## config.mk

```make
export PLATFORM = sky130hd
export DESIGN_NAME = gpio_input_debounce_flat
export DESIGN_NICKNAME = d
export VERILOG_FILES = /design/src/rtl/gpio_input_debounce_if.sv /design/src/rtl/gpio_input_debounce.sv /design/src/flat_wrapper.sv
export SDC_FILE = /design/constraint.sdc
export NUM_CORES = 2
export LEC_CHECK = 0
export BUFFER_PORTS_ARGS = -buffer_cell sky130_fd_sc_hd__buf_2
export CORE_AREA = 2 2 524 422
export DETAILED_ROUTE_END_ITERATION = 10
export DIE_AREA = 0 0 526 424
export SLEW_MARGIN = 20
export SYNTH_ARGS = -nofsm -noshare
export SYNTH_HDL_FRONTEND = slang
export SYNTH_SLANG_ARGS = --single-unit
```

## constraint.sdc

```tcl
create_clock -name clk_i -period 6.45 [get_ports clk_i]
set_input_delay 1.29 -clock clk_i [delete_from_list [all_inputs] [get_ports clk_i]]
set_output_delay 1.29 -clock clk_i [all_outputs]
set_load 0.05 [all_outputs]
```

## src/rtl/gpio_input_debounce_if.sv

```systemverilog
// Signal bundle between the pad-side conditioning stage and its consumer.
// The slave modport is the debounce block; the master modport is whoever drives
// the pads/configuration and consumes the conditioned levels and edge pulses.
interface gpio_input_debounce_if #(
  parameter int unsigned NrGPIOs  = 64,
  parameter int unsigned CntWidth = 16
);
  logic [NrGPIOs-1:0]  gpio_pad_i;
  logic [NrGPIOs-1:0]  filter_en_i;
  logic [CntWidth-1:0] debounce_cycles_i;
  logic [NrGPIOs-1:0]  gpio_o;
  logic [NrGPIOs-1:0]  rise_o;
  logic [NrGPIOs-1:0]  fall_o;

  modport master (
    output gpio_pad_i, filter_en_i, debounce_cycles_i,
    input  gpio_o, rise_o, fall_o
  );

  modport slave (
    input  gpio_pad_i, filter_en_i, debounce_cycles_i,
    output gpio_o, rise_o, fall_o
  );
endinterface

```

## src/rtl/gpio_input_debounce.sv

```systemverilog
// Per-pin GPIO input conditioning: optional two-flop synchroniser, glitch filter
// with programmable stability threshold, and registered one-cycle edge pulses.
// Build option: define GPIO_DEBOUNCE_SYNC_EN to insert the two-flop synchroniser
// in front of the filter; leave it undefined when the pads are already synchronous.
module gpio_input_debounce #(
  parameter int unsigned NrGPIOs  = 64,
  parameter int unsigned CntWidth = 16
) (
  input  logic                  clk_i,
  input  logic                  rst_ni,
  gpio_input_debounce_if.slave  dbnc
);

  logic [NrGPIOs-1:0]  s;        // sampled pad level seen by the filter
  logic [NrGPIOs-1:0]  q_q;      // accepted (debounced) level
  logic [NrGPIOs-1:0]  q_d;
  logic [NrGPIOs-1:0]  rise_q;
  logic [NrGPIOs-1:0]  fall_q;
  logic [CntWidth-1:0] thresh_m1; // Neff-1, with a zero threshold treated as 1

  assign thresh_m1 = (dbnc.debounce_cycles_i == '0) ? '0
                                                    : dbnc.debounce_cycles_i - 1'b1;

`ifdef GPIO_DEBOUNCE_SYNC_EN
  logic [NrGPIOs-1:0] sync1_q;
  logic [NrGPIOs-1:0] sync2_q;

  // Two-flop synchroniser for fully asynchronous pad inputs.
  always_ff @(posedge clk_i or negedge rst_ni) begin
    if (!rst_ni) begin
      sync1_q <= '0;
      sync2_q <= '0;
    end else begin
      sync1_q <= dbnc.gpio_pad_i;
      sync2_q <= sync1_q;
    end
  end

  assign s = sync2_q;
`else
  assign s = dbnc.gpio_pad_i;
`endif

  // Each pin owns its stability counter; pins never interact.
  for (genvar gi = 0; gi < NrGPIOs; gi++) begin : g_pin
    logic [CntWidth-1:0] cnt_q;
    logic [CntWidth-1:0] cnt_d;
    logic                q_pin_d;

    // Next-state: bypass follows s; otherwise s must differ from q for Neff
    // consecutive cycles. The '>=' lets a lowered threshold commit immediately.
    always_comb begin
      q_pin_d = q_q[gi];
      cnt_d   = '0;
      if (!dbnc.filter_en_i[gi]) begin
        q_pin_d = s[gi];
      end else if (s[gi] != q_q[gi]) begin
        if (cnt_q >= thresh_m1) begin
          q_pin_d = s[gi];
        end else begin
          cnt_d = cnt_q + 1'b1;
        end
      end
    end

    // Stability counter register.
    always_ff @(posedge clk_i or negedge rst_ni) begin
      if (!rst_ni) begin
        cnt_q <= '0;
      end else begin
        cnt_q <= cnt_d;
      end
    end

    assign q_d[gi] = q_pin_d;
  end

  // Debounced level plus edge pulses, registered together so each pulse lines
  // up with the cycle in which gpio_o first shows the new level.
  always_ff @(posedge clk_i or negedge rst_ni) begin
    if (!rst_ni) begin
      q_q    <= '0;
      rise_q <= '0;
      fall_q <= '0;
    end else begin
      q_q    <= q_d;
      rise_q <= ~q_q & q_d;
      fall_q <= q_q & ~q_d;
    end
  end

  assign dbnc.gpio_o = q_q;
  assign dbnc.rise_o = rise_q;
  assign dbnc.fall_o = fall_q;

endmodule

```

## src/flat_wrapper.sv

```systemverilog
// flat-port wrapper written by rule: the top's interface ports become plain ports
module gpio_input_debounce_flat 
#(
  parameter int unsigned NrGPIOs  = 64,
  parameter int unsigned CntWidth = 16
)
  (clk_i, rst_ni, dbnc_gpio_pad_i, dbnc_filter_en_i, dbnc_debounce_cycles_i, dbnc_gpio_o, dbnc_rise_o, dbnc_fall_o);
  gpio_input_debounce_if #(.NrGPIOs(NrGPIOs), .CntWidth(CntWidth)) dbnc_i ();
  input  logic clk_i;
  input  logic rst_ni;
  input wire logic [$bits(dbnc_i.gpio_pad_i)-1:0] dbnc_gpio_pad_i;
  input wire logic [$bits(dbnc_i.filter_en_i)-1:0] dbnc_filter_en_i;
  input wire logic [$bits(dbnc_i.debounce_cycles_i)-1:0] dbnc_debounce_cycles_i;
  output wire logic [$bits(dbnc_i.gpio_o)-1:0] dbnc_gpio_o;
  output wire logic [$bits(dbnc_i.rise_o)-1:0] dbnc_rise_o;
  output wire logic [$bits(dbnc_i.fall_o)-1:0] dbnc_fall_o;
  assign dbnc_i.gpio_pad_i = dbnc_gpio_pad_i;
  assign dbnc_i.filter_en_i = dbnc_filter_en_i;
  assign dbnc_i.debounce_cycles_i = dbnc_debounce_cycles_i;
  assign dbnc_gpio_o = dbnc_i.gpio_o;
  assign dbnc_rise_o = dbnc_i.rise_o;
  assign dbnc_fall_o = dbnc_i.fall_o;
  gpio_input_debounce #(.NrGPIOs(NrGPIOs), .CntWidth(CntWidth)) u_core (.clk_i(clk_i), .rst_ni(rst_ni), .dbnc(dbnc_i));
endmodule
```

==> Word level (Yosys, flattened, before mapping) <==
Cells that the tools add are included.
W data, S select, Z words.
{ "totals": {"ff_bits": 1216, "latchBits": 0, "ramBits": 0, "rom_bits": 0, "in_bits": 146, "output_inout_bits": 192, "mem_count": 0} }
{ "classes": {"addsub": 65, "mul": 0, "n_div": 0, "order_cmp": 64, "n_eq_ne": 64, "shift": 0, "muxes": 385, "bitwise_logic": 4, "n_reduce_logical": 1} }
{ "ops": {"columns": ["operator", "count"], "rows": [
  ["$mux W16", 193],
  ["$add A16 B1 Y16 const B", 64],
  ["$ge A16 B16 Y1", 64],
  ["$mux W1", 192],
  ["$and A64 B64 Y64", 2],
  ["$not A64 Y64", 2],
  ["$ne A1 B1 Y1", 64],
  ["$logic_not A16 Y1", 1],
  ["$sub A16 B1 Y16 const B", 1]
]} }

==> Longest topological paths before layout <==
{ "logic_depth": {"depth_word": 8, "mapped_depth": 15, "depth_no_buf": 12} }

==> Worst setup path before layout <==
OpenSTA, ideal clock, no wires.
{ "synth_path": {"kind": "input to register", "startpoint": "input port dbnc_debounce_cycles_i[11]", "endpoint": "register u_core.q_q[40], in the netlist u_core.dbnc.gpio_o[40]", "setup_time_ns": 0.125, "arrival_ns": 5.857, "t_required_ns": 6.325, "setup_slack_ns": 0.468, "path_stages": 12, "path_buffers": 2, "path_cell_list": "or4_4 > or3_4 > or3_1 > buf_6 > buf_6 > nand2_1 > ha_1 > and4_1 > o311a_1 > a211oi_1 > a21boi_0 > mux2_2"} }
{ "synth_via": {"elab_chain_len": 6, "elab_cells_between_ends": 7} }
{ "synth_rtl": {"columns": ["item", "line", "source"], "rows": [
  ["start, declared", "flat_wrapper.sv:13", "input wire logic [$bits(dbnc_i.debounce_cycles_i)-1:0] dbnc_debounce_cycles_i;"],
  ["$sub A16 B1 Y16 or $logic_not A16 Y1 (tied branches)", "gpio_input_debounce.sv:22, gpio_input_debounce.sv:21", null],
  ["$mux W16 *", "gpio_input_debounce.sv:21", "assign thresh_m1 = (dbnc.debounce_cycles_i == '0) ? '0"],
  ["$ge A16 B16 Y1 *", "gpio_input_debounce.sv:58", "if (cnt_q >= thresh_m1) begin"],
  ["$mux W1 *", "gpio_input_debounce.sv:58", null],
  ["$mux W1 *", "gpio_input_debounce.sv:57", "end else if (s[gi] != q_q[gi]) begin"],
  ["$mux W1 *", "gpio_input_debounce.sv:55", "if (!dbnc.filter_en_i[gi]) begin"],
  ["net u_core.g_pin[40].q_pin_d", "gpio_input_debounce.sv:48", "logic q_pin_d;"],
  ["end signal, assigned", "gpio_input_debounce.sv:86", "q_q <= q_d;"],
  ["end, declared", "gpio_input_debounce.sv:15", "logic [NrGPIOs-1:0] q_q;"]
]} }
The timed path passes the listed nets; every way through them passes the cells marked *.

==> Final worst setup path <==
{ "layout_path": {"startpoint": "input port dbnc_debounce_cycles_i[11]", "endpoint": "register u_core.g_pin[14].cnt_q[3]"} }
{ "layout_via": {"elab_chain_len": 6, "elab_cells_between_ends": 7} }
{ "layout_rtl": {"columns": ["item", "line", "source"], "rows": [
  ["$sub A16 B1 Y16 or $logic_not A16 Y1 (tied branches)", "gpio_input_debounce.sv:22, gpio_input_debounce.sv:21", null],
  ["$mux W16 *", "gpio_input_debounce.sv:21", null],
  ["$ge A16 B16 Y1 *", "gpio_input_debounce.sv:58", null],
  ["$mux W16 *", "gpio_input_debounce.sv:58", null],
  ["$mux W16 *", "gpio_input_debounce.sv:57", null],
  ["$mux W16 *", "gpio_input_debounce.sv:55", null],
  ["net u_core.g_pin[14].cnt_d[3]", "gpio_input_debounce.sv:47", "logic [CntWidth-1:0] cnt_d;"],
  ["end signal, assigned", "gpio_input_debounce.sv:71", "cnt_q <= cnt_d;"],
  ["end, declared", "gpio_input_debounce.sv:46", "logic [CntWidth-1:0] cnt_q;"]
]} }
Marked as above.

==> flow_metrics.tcl <==
set metrics [dict create \
    cts.repair.resized 0 \
    clk_latency_ns 0.85 \
    drc 0 \
    hold_viol 0 \
    stdcell_area_um2 87500 \
    drv_slew 0 \
    crit_fanout 29 \
    max_stage_delay_ns 0.81 \
    vias 58508 \
    numCtsBuffers 154 \
    routabilityCongestion 0.844 \
    worst_r2r_startpoint "u_core.g_pin[14].cnt_q[0]$_DFF_PN0_" \
    layout_commonest_cell "nor2_1" \
    end_kind "flop" \
    min-delay-start "u_core.dbnc.gpio_o[51]$_DFF_PN0_" \
    crit_type "in -> reg" \
    arrival_ns 6.05 \
    post_dp_cell_area_um2 82400 \
    ys_types 59 \
    synth_area_per_cell_um2 9.74 \
    async_reset_ff_frac 1.00 \
    grt_max_degree 163 \
    ys_ff_latch 1216 \
    critPathTopFamily "simple AND/OR/NAND/NOR gates" \
    holdWs_ns 0.474 \
    drt_iter0_drc 3439 \
    r2r_slack_ns 3.53 \
    grt-ovfl-total 0 \
    clock_path_buffers 4 \
    tns_ns 0 \
    final_nets 9557 \
    yosysWarnings 0 \
    finalSetupViolations 0 \
    postSynthCellCount 7793 \
    area_delta_synth_final_pct 15.3 \
    post-route-period-util 0.824 \
    post_drt_wl_per_cell_um 18.1 \
    yosys_most_used_dff "dfrtp_1" \
    period_minus_slack_ns 5.32 \
    grt_util_met2 0.305 \
    min_path_cells 1 \
    first_pass_iters 8 \
    final_cell_mix "nor2_1 (1284), dfrtp_1 (1216), ha_1 (1090)" \
    die_w_um 526 \
    syn_nets 9029 \
    min_to "u_core.dbnc.rise_o[51]$_DFF_PN0_" \
    ir_drop_mv 0.179 \
    drive_gt1_frac 0.0986 \
    worstMarginPinSlew_ns 0.988 \
    start_util 0.347 \
    grt_pass1_vias 58872 \
    fmax_ghz 0.188 \
    h-tree-depth 4 \
    reg2reg_depth 7 \
    io-pin-count 338 \
    design.die.area_um2 223000 \
    detailedPlacementHpwl_um 141000 \
    clock_sinks 1216 \
    grtUsageTotal 0.182 \
    reg2reg_to "u_core.g_pin[14].cnt_q[3]$_DFF_PN0_" \
    use_met3 0.0277 \
    rows 154 \
    p_per_area_nw_per_um2 219 \
    p_leak_uw 0.0409 \
    routed_wl_um 204000 \
    clk_pin_slew_ns 0.06 \
    cap_violations 0 \
    dieHeight_um 424 \
    use_met1 0.242 \
    grt_antenna_before_repair 18 \
    cts_tree "built" \
    via_per_inst 5.17 \
    core_area_um2 219000 \
    synth_area_um2 75900 \
    cts_setup_buffers 0 \
    cp.required_ns 7.18 \
    finalPower_uw 19100 \
    cts_hold_buffers 0 \
    cp_slowest_cell "or4_1" \
    finish.utilization 0.400 \
    rsz0062_at_grt "no" \
    io_buffers 337 \
    status "completed" \
    path_cells "buf_2, or4_4, or3_4, or3_2, and2_4, ha_1, nand2b_1, a2111oi_0, nor4b_1, or4_1, nor2_1" \
    max_slew_margin 0.341 \
    ys_seq_area_frac 0.401 \
    busiest_layer "met2" \
    cts-root-buf "clkbuf_16" \
    path_buf_inv 1 \
    antenna_left 0 \
    grt_pass1_wl_um 327000 \
    finClkSkew_ns 0.0605 \
    synth_edf_count 0 \
    hold_path.class "reg -> reg" \
    start_kind "input pin" \
]
kinds of logic (layout without fill, tap and decap cells):
| group | after synthesis | after routing | synth area share |
|---|---|---|---|
| simple gates | 3369 | 3369 | 0.214 |
| flops | 1216 | 1216 | 0.401 |
| fa+ha+maj | 1090 | 1090 | 0.180 |
| xor+xnor | 972 | 972 | 0.112 |
| compound gates | 737 | 737 | 0.0661 |
| buf+inv | 345 | 980 | 0.0180 |
| mux | 64 | 64 | 0.00950 |
| other cells | 0 | 2 | 0 |
area by class of cell:
type | instances | area (µm²)
fill | 21358 | 131000
multi-input combinational | 6232 | 44200
sequential | 1216 | 30400
clock buffer | 211 | 4380
tap | 2886 | 3610
timing repair buffer | 472 | 3220
inverter | 245 | 920
clock inverter | 52 | 709
antenna | 2 | 5.00
worst max path at each step:
stage,startpoint,end,slack [ns],depth (start not counted)
floorplan,dbnc_debounce_cycles_i[11],u_core.dbnc.gpio_o[40]$_DFF_PN0_,0.47,12
global placement,dbnc_debounce_cycles_i[11],u_core.g_pin[29].cnt_q[6]$_DFF_PN0_,0.35,13
detailed placement,dbnc_debounce_cycles_i[11],u_core.g_pin[14].cnt_q[3]$_DFF_PN0_,0.29,11
CTS,dbnc_debounce_cycles_i[9],u_core.g_pin[14].cnt_q[3]$_DFF_PN0_,1.17,11
global route,dbnc_debounce_cycles_i[9],u_core.g_pin[48].cnt_q[3]$_DFF_PN0_,0.92,14
finish,dbnc_debounce_cycles_i[11],u_core.g_pin[14].cnt_q[3]$_DFF_PN0_,1.13,11
sequential cells by signal (all words and copies together), names as in the netlist:
signal	cells
u_core.dbnc.rise_o	64
u_core.dbnc.gpio_o	64
u_core.dbnc.fall_o	64
u_core.g_pin.cnt_q	1024
report_power, final:
group	total [µW]	internal, µW	switching [µW]	leakage, µW
clock	8840	5310	3530	0.00247
combinational	2330	729	1600	0.0217
sequential	7960	7790	166	0.0167
cell usage after synthesis (15+ instances only):
master,n,area (µm²)
nor2_1,1284,4820
dfrtp_1,1216,30400
ha_1,1090,13600
xor2_1,533,4670
nand2_1,523,1960
xnor2_1,439,3840
nand3_1,429,2150
nand4_1,330,2060
a21oi_1,259,1300
inv_1,245,920
nor3_1,212,1060
and3_1,152,951
nor3b_1,120,901
o21ai_0,102,510
nand2b_1,92,576
mux2_2,64,721
o21a_1,61,458
clkbuf_1,56,210
a21o_1,49,368
and4_1,45,394
nor2b_1,37,231
a31oi_1,33,206
a2111o_1,30,338
a41o_1,30,300
buf_2,29,145
and3b_1,28,245
o211ai_1,27,203
or2_2,26,163
nor4_1,20,125
o2111ai_1,19,166
a2111oi_0,17,149
a221o_1,17,170
or3_1,16,100
o211a_1,15,150
o311ai_0,15,131
or3b_2,15,131
layer usage:
metal	share of wire	vias up	wire, µm
li1	-	28657	-
met1	0.46	28502	94800
met2	0.46	1018	95000
met3	0.040	327	8170
met4	0.032	4	6450
met5	0.00011	-	23
stage by stage:
stage	setup WS (ns)	cells
2_1_floorplan	0.468	7793
3_3_place_gp	0.353	11051
3_5_place_dp	0.290	11051
4_1_cts	1.17	11314
5_1_grt	0.924	11316
6_report	1.13	11316
Note: power is estimated with default switching activity, not from simulation.
